--- src/rtl/fifo_pkg.sv ---
// Shared helpers for the FIFO family: level width and non-power-of-two pointer wrap.
package fifo_pkg;

  function automatic int lw(input int depth);
    return $clog2(depth + 1);
  endfunction

  function automatic int next_ptr(input int ptr, input int depth);
    return (ptr == depth - 1) ? 0 : ptr + 1;
  endfunction

endpackage

--- src/rtl/sc_fifo_ram.sv ---
// Simple dual-port storage: synchronous write, synchronous read with enable, no reset.
module sc_fifo_ram #(
  parameter type T     = logic [15:0],
  parameter int  DEPTH = 8,
  parameter int  AW    = $clog2(DEPTH)
) (
  input  logic          clk,
  input  logic          wr_en,
  input  logic [AW-1:0] wr_addr,
  input  T              wr_data,
  input  logic          rd_en,
  input  logic [AW-1:0] rd_addr,
  output T              rd_data
);

  T mem [DEPTH];

  always_ff @(posedge clk) begin
    if (wr_en) mem[wr_addr] <= wr_data;
    if (rd_en) rd_data <= mem[rd_addr];
  end

endmodule

--- src/rtl/sc_fifo.sv ---
// Single-clock FIFO with FWFT or registered-read output, level, thresholds,
// synchronous flush and sticky error flags.
module sc_fifo
  import fifo_pkg::*;
#(
  parameter type T         = logic [15:0],
  parameter int  DEPTH     = 8,
  parameter bit  FWFT      = 1'b1,
  parameter int  AF_THRESH = DEPTH - 1,
  parameter int  AE_THRESH = 1,
  parameter int  LW        = lw(DEPTH)
) (
  input  logic                clk,
  input  logic                rst,
  input  logic                flush,
  input  logic [$bits(T)-1:0] wr_din,
  input  logic                wr_write,
  output logic                wr_full,
  output logic                wr_almost_full,
  output logic                wr_overflow,
  input  logic                rd_read,
  output logic [$bits(T)-1:0] rd_dout,
  output logic                rd_empty,
  output logic                rd_almost_empty,
  output logic                rd_underflow,
  output logic [LW-1:0]       level
);

  localparam int AW = $clog2(DEPTH);
  localparam int DW = $bits(T);

  logic [AW-1:0] wr_ptr, rd_ptr, wr_ptr_nxt, rd_ptr_nxt, raddr_nxt;
  logic [LW-1:0] level_nxt;
  logic          wr_acc, rd_acc;
  logic          byp_valid;
  logic [DW-1:0] byp_data, ram_eff, dout_nxt;
  T              ram_q;

  sc_fifo_ram #(.T(T), .DEPTH(DEPTH), .AW(AW)) u_ram (
    .clk     (clk),
    .wr_en   (wr_acc),
    .wr_addr (wr_ptr),
    .wr_data (T'(wr_din)),
    .rd_en   (1'b1),
    .rd_addr (raddr_nxt),
    .rd_data (ram_q)
  );

  // The RAM prefetches one slot ahead of the head in FWFT mode (the head itself
  // lives in rd_dout) and the head slot in registered mode. A write landing on the
  // address being prefetched is caught by the bypass register.
  always_comb begin
    wr_acc     = wr_write && !wr_full && !flush;
    rd_acc     = rd_read && !rd_empty && !flush;
    wr_ptr_nxt = wr_ptr;
    rd_ptr_nxt = rd_ptr;
    level_nxt  = level;
    if (flush) begin
      wr_ptr_nxt = '0;
      rd_ptr_nxt = '0;
      level_nxt  = '0;
    end else begin
      if (wr_acc) wr_ptr_nxt = AW'(next_ptr(int'(wr_ptr), DEPTH));
      if (rd_acc) rd_ptr_nxt = AW'(next_ptr(int'(rd_ptr), DEPTH));
      if (wr_acc && !rd_acc) level_nxt = level + LW'(1);
      else if (rd_acc && !wr_acc) level_nxt = level - LW'(1);
    end
    raddr_nxt = FWFT ? AW'(next_ptr(int'(rd_ptr_nxt), DEPTH)) : rd_ptr_nxt;
    ram_eff   = byp_valid ? byp_data : DW'(ram_q);
  end

  // In FWFT mode a write that becomes the head (empty FIFO, or the sole word
  // being popped in the same cycle) goes straight to rd_dout.
  always_comb begin
    dout_nxt = rd_dout;
    if (FWFT) begin
      if (wr_acc && (level == '0 || (level == LW'(1) && rd_acc)))
        dout_nxt = wr_din;
      else if (rd_acc && level >= LW'(2))
        dout_nxt = ram_eff;
    end else if (rd_acc) begin
      dout_nxt = ram_eff;
    end
  end

  always_ff @(posedge clk or posedge rst) begin
    if (rst) begin
      wr_ptr          <= '0;
      rd_ptr          <= '0;
      level           <= '0;
      wr_full         <= 1'b0;
      rd_empty        <= 1'b1;
      wr_almost_full  <= 1'b0;
      rd_almost_empty <= 1'b1;
      wr_overflow     <= 1'b0;
      rd_underflow    <= 1'b0;
      byp_valid       <= 1'b0;
      byp_data        <= '0;
      rd_dout         <= '0;
    end else begin
      wr_ptr          <= wr_ptr_nxt;
      rd_ptr          <= rd_ptr_nxt;
      level           <= level_nxt;
      wr_full         <= (level_nxt == LW'(DEPTH));
      rd_empty        <= (level_nxt == '0);
      wr_almost_full  <= (level_nxt >= LW'(AF_THRESH));
      rd_almost_empty <= (level_nxt <= LW'(AE_THRESH));
      if (flush) begin
        wr_overflow  <= 1'b0;
        rd_underflow <= 1'b0;
      end else begin
        if (wr_write && wr_full) wr_overflow <= 1'b1;
        if (rd_read && rd_empty) rd_underflow <= 1'b1;
      end
      byp_valid <= wr_acc && (wr_ptr == raddr_nxt);
      byp_data  <= wr_din;
      rd_dout   <= dout_nxt;
    end
  end

endmodule
--- config.mk ---
export PLATFORM = sky130hd
export DESIGN_NAME = sc_fifo
export DESIGN_NICKNAME = d
export VERILOG_FILES = /design/src/rtl/fifo_pkg.sv /design/src/rtl/sc_fifo_ram.sv /design/src/rtl/sc_fifo.sv
export SDC_FILE = /design/constraint.sdc
export NUM_CORES = 1
export LEC_CHECK = 0
export BUFFER_PORTS_ARGS = -buffer_cell sky130_fd_sc_hd__buf_2
export CORE_ASPECT_RATIO = 0.75
export CORE_MARGIN = 10
export CORE_UTILIZATION = 64
export CTS_CLUSTER_DIAMETER = 200
export DETAILED_ROUTE_END_ITERATION = 6
export PLACE_DENSITY = 0.81
export RECOVER_POWER = 25
export SKIP_LAST_GASP = 1
export SLEW_MARGIN = 40
export SYNTH_ARGS = -nofsm -noshare
export SYNTH_HDL_FRONTEND = slang
export SYNTH_SLANG_ARGS = --single-unit
--- constraint.sdc ---
create_clock -name clk -period 4.9 [get_ports clk]
set_clock_uncertainty 0.1 [all_clocks]
set_input_delay 0.49 -clock clk [delete_from_list [all_inputs] [get_ports clk]]
set_output_delay 0.49 -clock clk [all_outputs]
set_load 0.05 [all_outputs]
[Word-level counts from Yosys, hierarchy flattened]
Memory sizes are Yosys's and may differ from the RTL's. A register that Yosys moved wholly into a read port is not among the register bits.
Index checks and enable logic that the tools add are counted.
Storage, ports and cells
  word-level logic and storage cells: 70
  bits in read-only memories: 0
  latch bits: 0
  memory bits (writable): 128
  bits of input ports: 21
  output and inout port bits: 26
  memories kept: 1
  bits in registers: 49
Memory list
  u_ram.mem: depth 8, bits a word 16, rd ports 1, clocked after memory_dff 1, write ports 1, line sc_fifo_ram.sv:16  | T mem [DEPTH];
Operators by class
  $mul: 0
  order comparisons: 3
  shifts and indexed selects: 0
  equality and inequality tests: 6
  divide/modulo/power cells: 0
  bitwise logic cells: 0
  mux-type cells: 19
  $add $sub $neg: 5
  reductions and logical operators: 24
Operators by type and width (number)
  16-bit 2-to-1 mux: 3
  3-bit 2-to-1 mux: 7
  1-bit logical AND: 12
  4-bit 2-to-1 mux: 3
  3-bit by 1-bit adder with 3-bit output (second input constant): 3
  3-bit by 1-bit == test with 1-bit output (second input constant): 3
  4-bit zero test: 2
  2-bit nonzero test: 4
  1-bit 2-to-1 mux: 6
  1-bit zero test: 5
  4-bit by 1-bit adder with 4-bit output (second input constant): 1
  4-bit by 1-bit == test with 1-bit output (second input constant): 1
  4-bit == test (second input constant): 1
  4-bit by 2-bit greater-or-equal comparator with 1-bit output (second input constant): 1
  4-bit by 3-bit greater-or-equal comparator with 1-bit output (second input constant): 1
  4-bit by 1-bit <= comparator with 1-bit output (second input constant): 1
  4-bit by 1-bit subtractor with 4-bit output (second input constant): 1
  3-bit == test: 1
  1-bit logical OR: 1

[Longest topological paths before layout]
  word-level depth: 9
  depth in mapped cells: 10
  depth with buffers taken out: 7

[Hierarchy]
Synthesis repeated with hierarchy kept, for this count alone.
Second synthesis, totals
  cell total of the unflattened synthesis: 430
  area total of the unflattened synthesis: 7746.2 um2
Modules (own cells, without submodules)
  sc_fifo_ram: times used 1, sequential area each 4324.1 um2, cells each 214, area an instance 5454.0 um2
  sc_fifo: times used 1, sequential area each 1228.7 um2, cells each 216, area an instance 2292.2 um2

[Worst setup path after synthesis]
Ideal clock, no wire load.
  path kind: register to register
  start point: reg rd_ptr[0]
  end point: reg u_ram.rd_data[10] (netlist bit) (read register of u_ram.mem)
  stages on the path, launching flop included: 11
  data arrival time: 2.868 ns
  path buffers: 3
  library setup time: 0.123 ns
  data required time: 4.677 ns
  period minus slack after synthesis: 3.092 ns
  setup slack: 1.808 ns
  cell sequence: dfrtp_1 -> ha_1 -> ha_1 -> or3_4 -> a21oi_4 -> buf_8 -> ha_1 -> clkbuf_1 -> clkbuf_1 -> mux4_2 -> mux2_1
On the way
  cells in the longest elaborated chain, start to end: 6
  elaborated cells between the ends (all ways): 8
  those cells by class: 2 x add/sub; 2 x eq/ne; 4 x mux
RTL lines
  start: declaration: line sc_fifo.sv:32  | logic [AW-1:0] wr_ptr, rd_ptr, wr_ptr_nxt, rd_ptr_nxt, raddr_nxt;
  start signal: assignment: line sc_fifo.sv:102  | rd_ptr <= rd_ptr_nxt;
  3-bit by 1-bit adder with 3-bit output or 3-bit by 1-bit == test with 1-bit output (tied branches): line fifo_pkg.sv:9  | return (ptr == depth - 1) ? 0 : ptr + 1;
  3-bit 2-to-1 mux: line fifo_pkg.sv:9
  3-bit 2-to-1 mux *: line sc_fifo.sv:64  | if (rd_acc) rd_ptr_nxt = AW'(next_ptr(int'(rd_ptr), DEPTH));
  3-bit 2-to-1 mux *: line sc_fifo.sv:58  | if (flush) begin
  via rd_ptr_nxt[0]: line sc_fifo.sv:32
  3-bit by 1-bit adder with 3-bit output or 3-bit by 1-bit == test with 1-bit output (tied branches): line fifo_pkg.sv:9
  3-bit 2-to-1 mux *: line fifo_pkg.sv:9
  end: declaration: line sc_fifo_ram.sv:13  | output T rd_data
Mark *: on every way through the listed nets, which the timed path passes. The rest lies on a longest branch.
A chain may end at the register's enable or synchronous reset.

[Worst setup path in the final report]
  start point: reg rd_ptr[0]
  end point: reg u_ram.rd_data[9] (netlist bit) (read register of u_ram.mem)
On the way
  cells in the longest elaborated chain, start to end: 6
  elaborated cells between the ends (all ways): 8
  those cells by class: 2 x add/sub; 2 x eq/ne; 4 x mux
RTL lines (line)
  3-bit by 1-bit adder with 3-bit output or 3-bit by 1-bit == test with 1-bit output (tied branches): fifo_pkg.sv:9
  3-bit 2-to-1 mux: fifo_pkg.sv:9
  3-bit 2-to-1 mux *: sc_fifo.sv:64
  3-bit 2-to-1 mux *: sc_fifo.sv:58
  3-bit by 1-bit adder with 3-bit output or 3-bit by 1-bit == test with 1-bit output (tied branches): fifo_pkg.sv:9
  3-bit 2-to-1 mux *: fifo_pkg.sv:9
Every way passes the cells marked *; elsewhere a longest branch is shown, timed or not.

==> impl_metrics.csv <==
group,metric,value,unit
status,status,"finished clean",
placement,dp_hpwl,8778,um
synthesis,synth_top_area_share,51.19,%
final_layout,fillers,684,
clock_network,cts_buffers,17,
sta,hold_violations,0,
floorplanning,pin_count,47,
power_and_ir_drop,p_leak,0.003050,uW
clock_network,cts_setup_buffers,0,
routing,wl,15110,um
clock_network,cts.htree.levels,4,
sta,slew_headroom,49.35,%
synthesis,synth-edff-count,128,
routing,drc_errors,0,
clock_network,max-clock-path-buffers,2,
synthesis,synth_area_per_cell,17.50,um^2
final_layout,register_area,0.005394,mm^2
grt,grt_remaining_overflow,0,
power_and_ir_drop,powerDensity,524.5,mW/mm^2
placement,place_inst,629,
routing,viasPerCell,6.154,
sta,finalSetupViolCount,0,
clock_network,cts_tree,"done",
synthesis,synth.most_common_cell,"edfxtp_1",
clock_network,hold_buffers,0,
sta,report.final.slew_viol_count,0,
synthesis,synth_seq_area_share,71.82,%
synthesis,ys_warn_count,0,
routing,final_antenna_net_count,0,
clock_network,insertion_delay,0.43,ns
grt,grtUsageTotal,19.04,%
grt,grt_pass1_vias,4202,
routing,wire_per_inst,22.86,um
clock_network,cts_resized,0,
final_layout,drive_above_1_share,22.65,%
clock_network,cts.sinks,193,
synthesis,synth-seq-cells,193,
setup_path,end_kind,"flip-flop",
grt,antenna_found_initial,1,
setup_path,worstPathRequired,5.11,ns
grt,grt_max_degree,50,
placement,gp_congestion,0.8277,
synthesis,synth_fp_nets,459,
synthesis,ys.flop_type,"edfxtp_1",
floorplanning,die_y,113.8,um
floorplanning,initial_core_util,65.13,%
floorplanning,dieArea,0.01651,mm^2
final_layout,fin_cells,661,
grt,grt_pass1_wl,24000,um
final_layout,diodes,0,
floorplanning,die_w,145.1,um
synthesis,async_reset_ff_share,25.39,%
worst_hold_path,hold_path_class,"in -> async",
clock_network,root_buffer,"clkbuf_16",
final_layout,syn_to_final_growth,14.16,%
sta,clock.fmax,0.3156,GHz
synthesis,synth_cell_type_count,46,
synthesis,syn_area,0.007508,mm^2
floorplanning,rows,34,
routing,drt_iter0_drc,394,
sta,min_period_over_period,64.66,%
final_layout,nNetsFinal,516,
setup_path,critPathLaunchType,"flip-flop",
synthesis,yosysTopAreaCell,"edfxtp_1",
placement,portBuffers,46,
routing,vias,4068,
setup_path,path_max_fanout,19,
routing,firstDrtPassIters,5,
sta,period_needed,3.168,ns
setup_path,criticalPathCategory,"reg -> reg",
synthesis,yosys-top-cells-area,"edfxtp_1 (51%), dfrtp_1 (16%), mux4_1 (6.6%), dfxtp_1 (4.3%), mux4_2 (3.9%)",
synthesis,yosys-top-cells-count,"edfxtp_1 (128), dfrtp_1 (47), nand2_1 (44), o21ai_0 (33), mux4_1 (19)",
flow_run,drv_cap,0,
setup_path,crit_arrival,3.37,ns
sta,rsz0062_at_grt,"false",
sta,setup_tns,0,ns
power_and_ir_drop,ir_worst_vdd,0.3256,mV
final_layout,multi_input_area,0.002037,mm^2
synthesis,syn_inst,429,
sta,tightest_slew,0.7598,ns
clock_network,path_clk_slew,0.07,ns
floorplanning,core,0.01153,mm^2
## layer usage
| layer | GRT usage [%] | vias up | wire length (um) |
|---|---|---|---|
| li1 | - | 1775 | - |
| met1 | 23.59 | 2116 | 6209 |
| met2 | 32.11 | 152 | 7763 |
| met3 | 5.065 | 23 | 900 |
| met4 | 6.653 | 2 | 222 |
| met5 | 0 | - | 13 |
## power by group
part / internal, uW / total, uW / switching (uW)
Combinational: 353 / 1070 / 722
Clock: 819 / 1400 / 581
Sequential: 1920 / 2020 / 105
## registers in the layout, indices dropped and copies added (netlist names)
signal / cells
byp_data: 16
byp_valid: 1
level: 4
rd_almost_empty: 1
rd_dout: 16
rd_empty: 1
rd_ptr: 3
rd_underflow: 1
u_ram.mem: 128
u_ram.rd_data: 16
wr_almost_full: 1
wr_full: 1
wr_overflow: 1
wr_ptr: 3
## worst max-delay path: stages, from the launching register on
cell	delay, ns
dfrtp_1	0.40
ha_1	0.21
ha_1	0.19
or3_4	0.38
a21oi_4	0.13
ha_1	0.57
buf_4	0.40
mux4_2	0.35
mux2_1	0.30
## final timing paths
check                                           endpoint  slack [ns]  depth (start not counted)                      from
worst max-delay path            u_ram.rd_data[9]$_DFF_P_        1.73                          8       rd_ptr[0]$_DFF_PP0_
worst min-delay path            rd_underflow$_DFFE_PP0P_        0.06                          2                       rst
worst min register to register  rd_underflow$_DFFE_PP0P_        0.41                          2  rd_underflow$_DFFE_PP0P_
worst max register to register  u_ram.rd_data[9]$_DFF_P_        1.73                          8       rd_ptr[0]$_DFF_PP0_
max in group asynchronous            byp_valid$_DFF_PP0_        4.20                          2                       rst
min in group clk                   byp_data[6]$_DFF_PP0_        0.22                          1                 wr_din[6]
## cells in the final DEF, fill, tap and decap left out, types with 16 or more instances in the layout
master and n:
buf_2 30, clkbuf_1 18, clkbuf_16 17, dfrtp_1 46
dfxtp_1 16, edfxtp_1 128, mux2i_1 16, mux4_1 19
nand2_1 44, o21ai_0 33
## cells by family after synthesis
| kind of cell | Yosys count | synth area share [%] |
|---|---|---|
| xor gates and xnor gates | 6 | 0.8831 |
| AOI/OAI and AO/OA | 49 | 3.666 |
| adders and majority gates | 9 | 1.500 |
| buffers and inverters | 24 | 1.749 |
| muxes | 64 | 15.08 |
| and+or+nand+nor | 84 | 5.299 |
| DFF | 193 | 71.82 |
## cell type report
| class | instances | area share [%] |
|---|---|---|
| well taps | 162 | 2.365 |
| clock inverters | 12 | 1.810 |
| flip-flops and latches | 193 | 62.93 |
| multi-input cells | 212 | 23.76 |
| repair buffers | 59 | 3.766 |
| inverters | 3 | 0.1606 |
| clock buffers | 20 | 5.211 |
## stage by stage
step	instance area (um^2)	power [uW]	utilization (%)	worst slack, ns	hold slack (ns)
6_report	8572	4496	74.35	1.732	0.05704
3_3_place_gp	7938	3067	68.85	1.753	0.3769
3_5_place_dp	7990	3116	69.31	1.657	0.3938
5_1_grt	8572	4683	74.35	1.601	0.09153
2_1_floorplan	7508	2840	-	1.808	0.4214
4_1_cts	8592	4519	74.53	1.691	0.07961
No activity file was read; power rests on OpenSTA's default activity.
